## config.mk

```make
export PLATFORM = sky130hd
export DESIGN_NAME = muldiv_unit
export DESIGN_NICKNAME = d
export VERILOG_FILES = /design/src/rtl/muldiv_unit.sv
export SDC_FILE = /design/constraint.sdc
export NUM_CORES = 1
export LEC_CHECK = 0
export CAP_MARGIN = 20
export CORE_MARGIN = 4
export CORE_UTILIZATION = 50
export DETAILED_ROUTE_END_ITERATION = 10
export PLACE_DENSITY = 0.8
export SLEW_MARGIN = 10
export SYNTH_ARGS = -nofsm -noshare
export SYNTH_HDL_FRONTEND = slang
export SYNTH_SLANG_ARGS = --single-unit
```

## constraint.sdc

```tcl
create_clock -name clk -period 11.1 [get_ports clk]
set_input_delay 1.665 -clock clk [delete_from_list [all_inputs] [get_ports clk]]
set_output_delay 1.665 -clock clk [all_outputs]
set_load 0.01 [all_outputs]
```

## src/rtl/muldiv_unit.sv

```systemverilog
// Iterative RV32M multiply/divide unit: shift-add multiply and restoring divide
// on operand magnitudes, with sign correction and RISC-V special cases applied in FIX.
module muldiv_unit #(
  parameter int unsigned XLEN = 32,
  parameter int unsigned TAGW = 5
) (
  input  logic            clk,
  input  logic            rst,
  input  logic            start,
  input  logic            kill,
  input  logic [2:0]      op,
  input  logic [XLEN-1:0] a,
  input  logic [XLEN-1:0] b,
  input  logic [TAGW-1:0] rd_in,
  output logic            busy,
  output logic            done,
  output logic [XLEN-1:0] result,
  output logic [TAGW-1:0] rd_out
);

  localparam int unsigned CW = $clog2(XLEN) + 1;
  localparam logic [XLEN-1:0] MIN_NEG = {1'b1, {(XLEN-1){1'b0}}};

  typedef enum logic [1:0] {IDLE, CALC, FIX, DONE} state_t;

  state_t            state_q, state_d;
  logic [2:0]        op_q;
  logic [TAGW-1:0]   rd_q, rdo_q;
  logic [XLEN-1:0]   a_q, divisor_q, res_q;
  logic [2*XLEN-1:0] acc_q, acc_d;
  logic              neg_q, divz_q, ovf_q;
  logic [CW-1:0]     cnt_q;

  logic              accept, last_iter;
  logic              a_sgn, b_sgn, neg_a, neg_b, res_neg, divz, ovf;
  logic [XLEN-1:0]   mag_a, mag_b, addend, quo_s, rem_s, fix_res;
  logic [XLEN:0]     sum, trial;
  logic [2*XLEN-1:0] prod_s;

  assign accept    = (state_q == IDLE || state_q == DONE) && start && !kill;
  assign last_iter = (cnt_q == CW'(XLEN - 1));

  // Operand decode: op[2] selects divide; op[0]=0 marks the signed divides.
  always_comb begin
    a_sgn   = op[2] ? ~op[0] : (op[1:0] == 2'b01 || op[1:0] == 2'b10);
    b_sgn   = op[2] ? ~op[0] : (op[1:0] == 2'b01);
    neg_a   = a_sgn & a[XLEN-1];
    neg_b   = b_sgn & b[XLEN-1];
    mag_a   = neg_a ? -a : a;
    mag_b   = neg_b ? -b : b;
    res_neg = (op[2] && op[1]) ? neg_a : (neg_a ^ neg_b);
    divz    = op[2] && (b == '0);
    ovf     = op[2] && !op[0] && (a == MIN_NEG) && (b == '1);
  end

  // acc holds {hi, lo}: product accumulator for multiply, {remainder, quotient} for divide.
  always_comb begin
    addend = acc_q[0] ? divisor_q : '0;
    sum    = {1'b0, acc_q[2*XLEN-1:XLEN]} + {1'b0, addend};
    trial  = acc_q[2*XLEN-1:XLEN-1] - {1'b0, divisor_q};
    if (op_q[2]) begin
      if (trial[XLEN]) acc_d = {acc_q[2*XLEN-2:0], 1'b0};
      else             acc_d = {trial[XLEN-1:0], acc_q[XLEN-2:0], 1'b1};
    end else begin
      acc_d = {sum, acc_q[XLEN-1:1]};
    end
  end

  always_comb begin
    prod_s = neg_q ? -acc_q : acc_q;
    quo_s  = neg_q ? -acc_q[XLEN-1:0] : acc_q[XLEN-1:0];
    rem_s  = neg_q ? -acc_q[2*XLEN-1:XLEN] : acc_q[2*XLEN-1:XLEN];
    unique case (op_q)
      3'b000:                 fix_res = prod_s[XLEN-1:0];
      3'b001, 3'b010, 3'b011: fix_res = prod_s[2*XLEN-1:XLEN];
      3'b100, 3'b101:         fix_res = divz_q ? '1 : (ovf_q ? MIN_NEG : quo_s);
      default:                fix_res = divz_q ? a_q : (ovf_q ? '0 : rem_s);
    endcase
  end

  always_ff @(posedge clk or posedge rst) begin
    if (rst) state_q <= IDLE;
    else     state_q <= state_d;
  end

  always_comb begin
    state_d = state_q;
    unique case (state_q)
      IDLE, DONE: state_d = accept ? CALC : IDLE;
      CALC:       state_d = kill ? IDLE : (last_iter ? FIX : CALC);
      FIX:        state_d = kill ? IDLE : DONE;
      default:    state_d = IDLE;
    endcase
  end

  always_comb begin
    busy = (state_q == CALC) || (state_q == FIX);
    done = (state_q == DONE);
  end

  always_ff @(posedge clk or posedge rst) begin
    if (rst) begin
      op_q      <= '0;
      rd_q      <= '0;
      rdo_q     <= '0;
      a_q       <= '0;
      divisor_q <= '0;
      res_q     <= '0;
      acc_q     <= '0;
      neg_q     <= 1'b0;
      divz_q    <= 1'b0;
      ovf_q     <= 1'b0;
      cnt_q     <= '0;
    end else begin
      if (accept) begin
        op_q      <= op;
        rd_q      <= rd_in;
        a_q       <= a;
        divisor_q <= mag_b;
        acc_q     <= {{XLEN{1'b0}}, mag_a};
        neg_q     <= res_neg;
        divz_q    <= divz;
        ovf_q     <= ovf;
        cnt_q     <= '0;
      end else if (state_q == CALC) begin
        acc_q <= acc_d;
        cnt_q <= cnt_q + CW'(1);
      end
      if (state_q == FIX && !kill) begin
        res_q <= fix_res;
        rdo_q <= rd_q;
      end
    end
  end

  assign result = res_q;
  assign rd_out = rdo_q;

endmodule

```

Yosys cells after proc, flatten, opt, wreduce, memory -nomap -nowiden
Cells that the tools add are included.
{"block": "totals", "reg_bits": 184, "latchBits": 0, "ramBits": 0, "mem_bits_ro": 0, "inputBits": 76, "output_inout_bits": 39, "wordCells": 82, "n_memories": 0}
{"block": "classes", "addsub": 8, "mul": 0, "div": 0, "magnitude_cmp": 0, "n_eq_ne": 13, "shift": 0, "mux": 25, "n_bitwise": 4, "n_reduce_logical": 20}
{"operator": "$mux 64", "n": 5}
{"operator": "$mux 32", "n": 9}
{"operator": "$neg 32->32", "n": 4}
{"operator": "$pmux 32 s3", "n": 1}
{"operator": "$eq 32x32->1 const B", "n": 2}
{"operator": "$neg 64->64", "n": 1}
{"operator": "$add 32x32->33", "n": 1}
{"operator": "$sub 33x32->33", "n": 1}
{"operator": "$logic_not 32->1", "n": 1}
{"operator": "$mux 6", "n": 2}
{"operator": "$logic_and 1x1->1", "n": 8}
{"operator": "$add 6x1->6 const B", "n": 1}
{"operator": "$eq 2x2->1 const B", "n": 3}
{"operator": "$eq 3x2->1 const B", "n": 2}
{"operator": "$eq 3x3->1 const B", "n": 2}
{"operator": "$eq 6x5->1 const B", "n": 1}
{"operator": "$mux 2", "n": 3}
{"operator": "$pmux 2 s3", "n": 1}
{"operator": "$eq 2x1->1 const B", "n": 2}
{"operator": "$mux 1", "n": 4}
{"operator": "$reduce_or 2->1", "n": 2}
{"operator": "$eq 3x1->1 const B", "n": 1}
{"operator": "$logic_not 3->1", "n": 1}
{"operator": "$logic_or 1x1->1", "n": 3}
{"operator": "other kinds (7)", "n": 9}

Longest topological paths before layout
Gate-level depths: netlist of run 1.
{"block": "logic_depth", "depth_word": 6, "mapped_depth": 14, "depth_no_buf": 13}

Worst setup path after synthesis of run 1
OpenSTA, ideal clock, no wires.
{"block": "synth_path", "kind": "input to register", "startpoint": "in b[14]", "endpoint": "reg divz_q", "setup_time_ns": 0.076, "arrival_time_ns": 3.774, "required_ns": 11.024, "slack_ns": 7.250, "path_stages": 7, "path_buffers": 0, "cell_sequence": "or4_1 > or3_1 > nor2_1 > nand2_1 > or4_1 > or4b_1 > o21ai_1"}
{"block": "synth_between", "elab_chain_len": 2}
{"element": "start: declaration", "line_no": "13", "rtl": "input logic [XLEN-1:0] b,"}
{"element": "$logic_not 32->1", "line_no": "52", "rtl": "divz = op[2] && (b == '0);"}
{"element": "$logic_and 1x1->1", "line_no": "52"}
{"element": "end signal: assignment", "line_no": "122", "rtl": "divz_q <= divz;"}
{"element": "end: declaration", "line_no": "31", "rtl": "logic neg_q, divz_q, ovf_q;"}
No other way between the ends.
A chain may end at the register's enable or synchronous reset.

Worst setup path in the final report of run 1
{"block": "layout_path", "startpoint": "reg acc_q[0]", "endpoint": "reg acc_q[62]"}
{"block": "layout_between", "elab_chain_len": 5}
{"element": "start: declaration", "line_no": "30", "rtl": "logic [2*XLEN-1:0] acc_q, acc_d;"}
{"element": "start signal: assignment", "line_no": "120", "rtl": "acc_q <= {{XLEN{1'b0}}, mag_a};"}
{"element": "$mux 32", "line_no": "58", "rtl": "addend = acc_q[0] ? divisor_q : '0;"}
{"element": "$add 32x32->33", "line_no": "59", "rtl": "sum = {1'b0, acc_q[2*XLEN-1:XLEN]} + {1'b0, addend};"}
{"element": "$mux 64", "line_no": "61", "rtl": "if (op_q[2]) begin"}
{"element": "$mux 64", "line_no": "125", "rtl": "end else if (state_q == CALC) begin"}
{"element": "$mux 64", "line_no": "115", "rtl": "if (accept) begin"}
No other way between the ends. The select of a mux whose other input is x is not followed.

==> results of run 1 <==
==> worst max path at each step <==
stage,start,end,slack [ps],depth (start not counted)
floorplan,rst,a_q[0]$_DFFE_PP0P_,4430,1
global placement,b[4],divz_q$_DFFE_PP0P_,6520,9
detailed placement,b[4],divz_q$_DFFE_PP0P_,6490,9
CTS,acc_q[0]$_DFFE_PP0P_,acc_q[62]$_DFFE_PP0P_,6760,12
global route,acc_q[0]$_DFFE_PP0P_,acc_q[62]$_DFFE_PP0P_,6350,12
finish,acc_q[0]$_DFFE_PP0P_,acc_q[62]$_DFFE_PP0P_,6630,12
==> metal layers <==
| layer | routed length, um | vias up | share of wire (%) | global-route usage, % |
|---|---|---|---|---|
| met3 | 3990 | 170 | 7.7 | 4.48 |
| li1 | - | 7287 | - | - |
| met2 | 22900 | 784 | 45 | 45.9 |
| met1 | 21500 | 7532 | 42 | 39.9 |
| met4 | 3110 | 0 | 6.0 | 15.9 |
| met5 | 0 | - | 0 | 0 |
==> area by class of cell <==
type | count | area [sq um] | area share [%]
timing repair buffer | 130 | 1260 | 7.16
sequential | 184 | 4610 | 26.1
inverter | 67 | 259 | 1.47
clock inverter | 12 | 118 | 0.667
multi-input combinational | 1632 | 10400 | 59.2
tap | 396 | 495 | 2.81
clock buffer | 19 | 453 | 2.57
==> cell families after synthesis <==
logic type,synth area share [%]
adders and majority gates,6.10
buffers and inverters,5.31
and+or+nand+nor,20.7
muxes,2.72
xor gates and xnor gates,11.1
DFF,29.1
AOI/OAI and AO/OA,25.0
==> sequential cells by signal, indices dropped and copies added (netlist names) <==
signal,cells
acc_q,64
a_q,32
divisor_q,32
result,32
cnt_q,6
rd_out,5
rd_q,5
op_q,3
state_q,2
divz_q,1
neg_q,1
ovf_q,1
==> metrics by stage <==
step | instance area [sq um] | hold WS [ps] | util, % | instances | worst slack (ps)
after floorplan | 15800 | 437 | - | 2036 | 4430
after global placement | 17100 | 454 | 55.2 | 2409 | 6520
after detailed placement | 17100 | 462 | 55.2 | 2409 | 6490
after CTS | 17600 | 480 | 57.0 | 2440 | 6760
after global routing | 17600 | 490 | 57.0 | 2440 | 6350
final | 17600 | 475 | 57.0 | 2440 | 6630
==> placed cells by master (no fill, tap or decap), types with 41 or more instances in the layout <==
master,n
sky130_fd_sc_hd__a221oi_1,48
sky130_fd_sc_hd__a21oi_1,115
sky130_fd_sc_hd__inv_1,66
sky130_fd_sc_hd__ha_1,73
sky130_fd_sc_hd__nand3_1,41
sky130_fd_sc_hd__clkdlybuf4s50_1,114
sky130_fd_sc_hd__dfrtp_1,182
sky130_fd_sc_hd__o211ai_1,45
sky130_fd_sc_hd__nand2_1,321
sky130_fd_sc_hd__nor2_1,156
sky130_fd_sc_hd__xnor2_1,124
sky130_fd_sc_hd__mux2i_1,43
sky130_fd_sc_hd__xor2_1,74
sky130_fd_sc_hd__o21ai_0,176
==> power by group <==
group | switching [mW] | internal, mW | leakage [nW] | total [mW]
sequential | 0.300 | 0.800 | 2.35 | 1.10
combinational | 1.31 | 0.862 | 4.80 | 2.17
clock | 0.292 | 0.323 | 0.281 | 0.615
==> worst max-delay path: cells and delay by family, from the launching register on <==
family,cells,cell delay (ps)
simple gates,1,120
fa+ha+maj,1,270
flops,1,490
compound gates,8,2460
xor+xnor,1,190
buf+inv,1,760
==> results.toml, run 1 <==
[route]
final_antenna_net_count = 0
route.vias.total = 15800
wl_um = 51500
detail_route.drc_violations = 0
post_drt_via_cell_ratio = 6.46
wl_per_cell_um = 21.1
dr.pass1.iters = 8
drt_iter0_drc = 1599

[worst_hold_path]
hold_path.startpoint = "rd_out[1]$_DFFE_PP0P_"
worstHoldPathType = "reg2reg"
hold-path-endpoint = "rd_out[1]$_DFFE_PP0P_"
number_of_cells_traversed_by_the_worst_hold_path = 2

[logic_synthesis]
postSynthAreaPerCell_sq_um = 7.78
synth_cells = 2036
synth-async-reset-ratio_pct = 100
synth.top_cells.by_area = "sky130_fd_sc_hd__dfrtp_1 29%, sky130_fd_sc_hd__nand2_1 7.6%, sky130_fd_sc_hd__xnor2_1 6.9%"
synthTopCellsByCount = "321 x sky130_fd_sc_hd__nand2_1, 184 x sky130_fd_sc_hd__dfrtp_1, 176 x sky130_fd_sc_hd__o21ai_0"
synthDistinctLibCells = 78
syn_area_sq_um = 15800
synthesis.nets = 2188
ys_warn_count = 0
synth_top_area_share_pct = 29.1
yosys.area.top_type = "sky130_fd_sc_hd__dfrtp_1"
yosysMostFrequentCell = "sky130_fd_sc_hd__nand2_1"
synth_edf_count = 0
yosys_register_bits = 184
top_ff_cell_synth = "sky130_fd_sc_hd__dfrtp_1"
synth_seq_area_share_pct = 29.1

[clock_tree]
clock_sinks = 184
max-clock-path-buffers = 2
clk_root_buffer_cell = "sky130_fd_sc_hd__clkbuf_16"
cts_buffers = 17
h-tree-depth = 4
later_pin_clock_latency_in_the_skew_report_ps = 460
post-cts-setup-buffer-count = 0
cts_resized = 0
tritoncts = "yes"
worst_setup_hold_path_clk_slew_ps = 70
postCtsHoldBufs = 0

[run_status]
status = "finished, final reports clean"

[global_route]
grt_start_max_net_pins = 130
number_of_antenna_violations_at_the_first_check_in_global_routing = 0
first_pass_grt_wire_length_um = 81400
gr-usage-all-layers_pct = 29.6
overflow = 0
first_global_vias = 14800

[run]
max-cap-violations = 0

[worst_setup_path]
critical_path.cell_chain = "inv_1 > nor2_1 > ha_1 > a211oi_1 > o21ai_0 > o311a_1 > a31o_2 > a22oi_1 > o311ai_0 > a41oi_1 > xor2_1 > o221ai_1"
critical_path.reg2reg.startpoint = "acc_q[0]$_DFFE_PP0P_"
rr_endpoint = "acc_q[62]$_DFFE_PP0P_"
critical_path.max_stage_delay_ps = 760
critical_path.endpoint_type = "flop"
critical_path_required_ps = 11400
timing.critical_path.arrival_ps = 4770
r2r_slack_ps = 6630
worstPathMaxFanout = 31
critPathKind = "reg2reg"
r2r_depth = 12
worst_path_max_delay_cell = "sky130_fd_sc_hd__inv_1"
timing.critical_path.from_type = "flop"

[pwr]
p_leak_nw = 7.43
power_mw = 3.88
vdd_ir_drop_max_v = 0.000139
power_density_nw_per_um2 = 220

[place]
dp_hpwl_um = 38400
gpl.final_weighted_congestion = 0.989
port_buffers = 114

[timing]
worst-slew-pin-transition_ps = 1070
period_share_pct = 40.3
finalCriticalPeriod_ps = 4470
rsz_0062_raised_after_global_routing = "false"
setup_total_negative_slack_ps = 0
worst_slew_margin_pct = 28.0
finalHoldViolations = 0
achievable-frequency_ghz = 0.224
clock-skew-final_ps = 16.5
timing.final.max_slew_violations = 0
finalSetupViolations = 0

[die]
fp-row-count = 64
ioPinCount = 115
dieArea_sq_um = 34600
die-height_um = 186
floorplan.initialDensity_pct = 51.2
floorplan.core_area_sq_um = 30900
die-width_um = 186

[final_layout]
syn2layout_area_growth_pct = 11.3
fill_cells = 2858
finalNetCount = 2184
number_of_antenna_diodes = 0
layout-drive-gt1-share_pct = 3.91
(Power assumes the default switching activity.)
==> inputs of run 2 (changes only) <==
Clock period 11.1 ns to 4.4 ns, I/O delays scaled along.
==> run 2 against run 1 <==
  * Critical path depth grew 2
  * Power rose to 2.6 times the previous value
  * Non-clock buffer count up 26
  * Largest power group unchanged
  * Clock power grew to 2.7 times the previous value
  * Register-to-register slack lost 6200 ps
  * Largest cell class unchanged
  * Highest routed layer unchanged
  * First-iteration DRC count grew 7.3%
==> results.toml, run 2 (same netlist as run 1, synthesis figures left out) <==
[run_status]
status = "finished, final reports clean"

[timing]
finalSetupViolations = 0
worst-slew-pin-transition_ps = 795
achievable-frequency_ghz = 0.255
clock-skew-final_ps = 17.1
hold_ws_ps = 474
worst_slew_margin_pct = 46.9
rsz_0062_raised_after_global_routing = "false"
timing.final.max_slew_violations = 0
finalHoldViolations = 0
finalCriticalPeriod_ps = 3920
setup_ws_post_layout_ps = 476
period_share_pct = 89.2
setup_total_negative_slack_ps = 0

[place]
dpl_worst_slack_ps = 653
port_buffers = 114
place_inst = 2435
dp_hpwl_um = 40200
gpl.final_weighted_congestion = 1.03
post_dp_cell_area_sq_um = 17300

[clock_tree]
tritoncts = "yes"
clock_sinks = 184
cts_resized = 0
max-clock-path-buffers = 2
post-cts-setup-buffer-count = 0
clk_root_buffer_cell = "sky130_fd_sc_hd__clkbuf_16"
postCtsHoldBufs = 0
cts_buffers = 17
later_pin_clock_latency_in_the_skew_report_ps = 470
h-tree-depth = 4
worst_setup_hold_path_clk_slew_ps = 80

[final_layout]
most_common_cell_after_layout_fill_and_taps_aside = "sky130_fd_sc_hd__nand2_1"
regMostFlops = "acc_q"
number_of_antenna_diodes = 0
stdcell_count = 2467
layout-drive-gt1-share_pct = 5.12
seq_area_sq_um = 4610
final_design_area_no_fill_sq_um = 17900
number_of_flip_flops_in_the_largest_register = 64
syn2layout_area_growth_pct = 12.8
fill_cells = 2836
final_cell_mix = "321 x sky130_fd_sc_hd__nand2_1, 182 x sky130_fd_sc_hd__dfrtp_1, 176 x sky130_fd_sc_hd__o21ai_0, 156 x sky130_fd_sc_hd__nor2_1, 125 x sky130_fd_sc_hd__xnor2_1"
multiInputGateArea_sq_um = 10400
finalNetCount = 2210

[route]
detail_route.drc_violations = 0
drt_iter0_drc = 1715
final_antenna_net_count = 0
route.vias.total = 16000
dr.pass1.iters = 5
wl_per_cell_um = 21.6
post_drt_via_cell_ratio = 6.48
wl_um = 53200

[worst_setup_path]
critical_path_required_ps = 4810
critical_path.endpoint_type = "flop"
timing.critical_path.from_type = "flop"
r2r_depth = 14
rr_endpoint = "acc_q[36]$_DFFE_PP0P_"
timing.critical_path.arrival_ps = 4330
worstPathMaxFanout = 28
critical_path.endpoint = "acc_q[36]$_DFFE_PP0P_"
startpoint = "acc_q[31]$_DFFE_PP0P_"
critPathKind = "reg2reg"
critical_path.reg2reg.startpoint = "acc_q[31]$_DFFE_PP0P_"
r2r_slack_ps = 480

[global_route]
grt_start_max_net_pins = 92
overflow = 0
first_global_vias = 15100
gr-usage-all-layers_pct = 30.6
first_pass_grt_wire_length_um = 83200
number_of_antenna_violations_at_the_first_check_in_global_routing = 0

[die]
fp-row-count = 64
die-width_um = 186
dieArea_sq_um = 34600
ioPinCount = 115
floorplan.initialDensity_pct = 51.2
floorplan.core_area_sq_um = 30900
die-height_um = 186

[worst_hold_path]
hold_path.startpoint = "rd_q[1]$_DFFE_PP0P_"
worstHoldPathType = "reg2reg"

[pwr]
vdd_ir_drop_max_v = 0.000400
p_leak_nw = 7.57
power_density_nw_per_um2 = 564

[run]
max-cap-violations = 0
## run 2: cell count changes in the layout (fill, tap and decap cells not counted), moves of 2 or more
cell,before,now
sky130_fd_sc_hd__buf_12,0,2
sky130_fd_sc_hd__buf_4,16,40
sky130_fd_sc_hd__clkbuf_8,2,0
sky130_fd_sc_hd__clkinv_2,2,0
sky130_fd_sc_hd__clkinv_4,4,2
sky130_fd_sc_hd__clkinv_8,0,3
sky130_fd_sc_hd__clkinvlp_4,1,3
sky130_fd_sc_hd__inv_6,4,2
sky130_fd_sc_hd__inv_8,1,5
## run 2: cell type report
class / count / area share, %
sequential: 184 / 25.8
timing repair buffer: 156 / 8.29
tap: 396 / 2.77
inverter: 67 / 1.43
multi-input combinational: 1632 / 58.3
clock buffer: 17 / 2.38
clock inverter: 15 / 1.04
## run 2: stage by stage
stage          total power, mW  util (%)
2_1_floorplan             6.64         -
3_3_place_gp              8.15      55.9
3_5_place_dp              8.26      55.9
4_1_cts                   9.92      57.8
5_1_grt                   10.7      57.8
6_report                  10.1      57.8
## run 2: power breakdown
part           leakage [nW]  switching (mW)  internal, mW
sequential             2.35           0.580          2.02
clock                 0.292           0.826         0.819
combinational          4.93            3.57          2.27
total                  7.57            4.97          5.11
## run 2: metal layers
layer	track usage (%)	part of all wire (%)	up-vias	wire length [um]
met4	17.0	6.3	0	3350
li1	-	-	7327	-
met5	0	0	-	0
met3	4.94	8.9	175	4710
met2	48.2	45	868	24000
met1	40.1	40	7618	21200
## run 2: critical path: stages, from the launching register on
cell and delay [ps]:
sky130_fd_sc_hd__dfrtp_1 450, sky130_fd_sc_hd__inv_1 90, sky130_fd_sc_hd__ha_1 230, sky130_fd_sc_hd__fa_1 390, sky130_fd_sc_hd__nand2b_1 200, sky130_fd_sc_hd__a21oi_1 290, sky130_fd_sc_hd__o2111ai_1 260, sky130_fd_sc_hd__a211oi_1 570
sky130_fd_sc_hd__o32ai_4 230, sky130_fd_sc_hd__xor2_2 150, sky130_fd_sc_hd__buf_4 310, sky130_fd_sc_hd__buf_4 290, sky130_fd_sc_hd__nand3_1 100, sky130_fd_sc_hd__o2111ai_1 130, sky130_fd_sc_hd__o211a_1 180
## run 2: worst min path at each step
| stage | cells after the start | end | slack [ps] |
|---|---|---|---|
| after detailed placement | 2 | rd_q[0]$_DFFE_PP0P_ | 460 |
| final | 2 | rd_out[1]$_DFFE_PP0P_ | 470 |
| after CTS | 2 | rd_out[1]$_DFFE_PP0P_ | 480 |
| after global routing | 2 | acc_q[21]$_DFFE_PP0P_ | 500 |
| after global placement | 2 | rd_out[4]$_DFFE_PP0P_ | 450 |
| after floorplan | 2 | a_q[8]$_DFFE_PP0P_ | 440 |
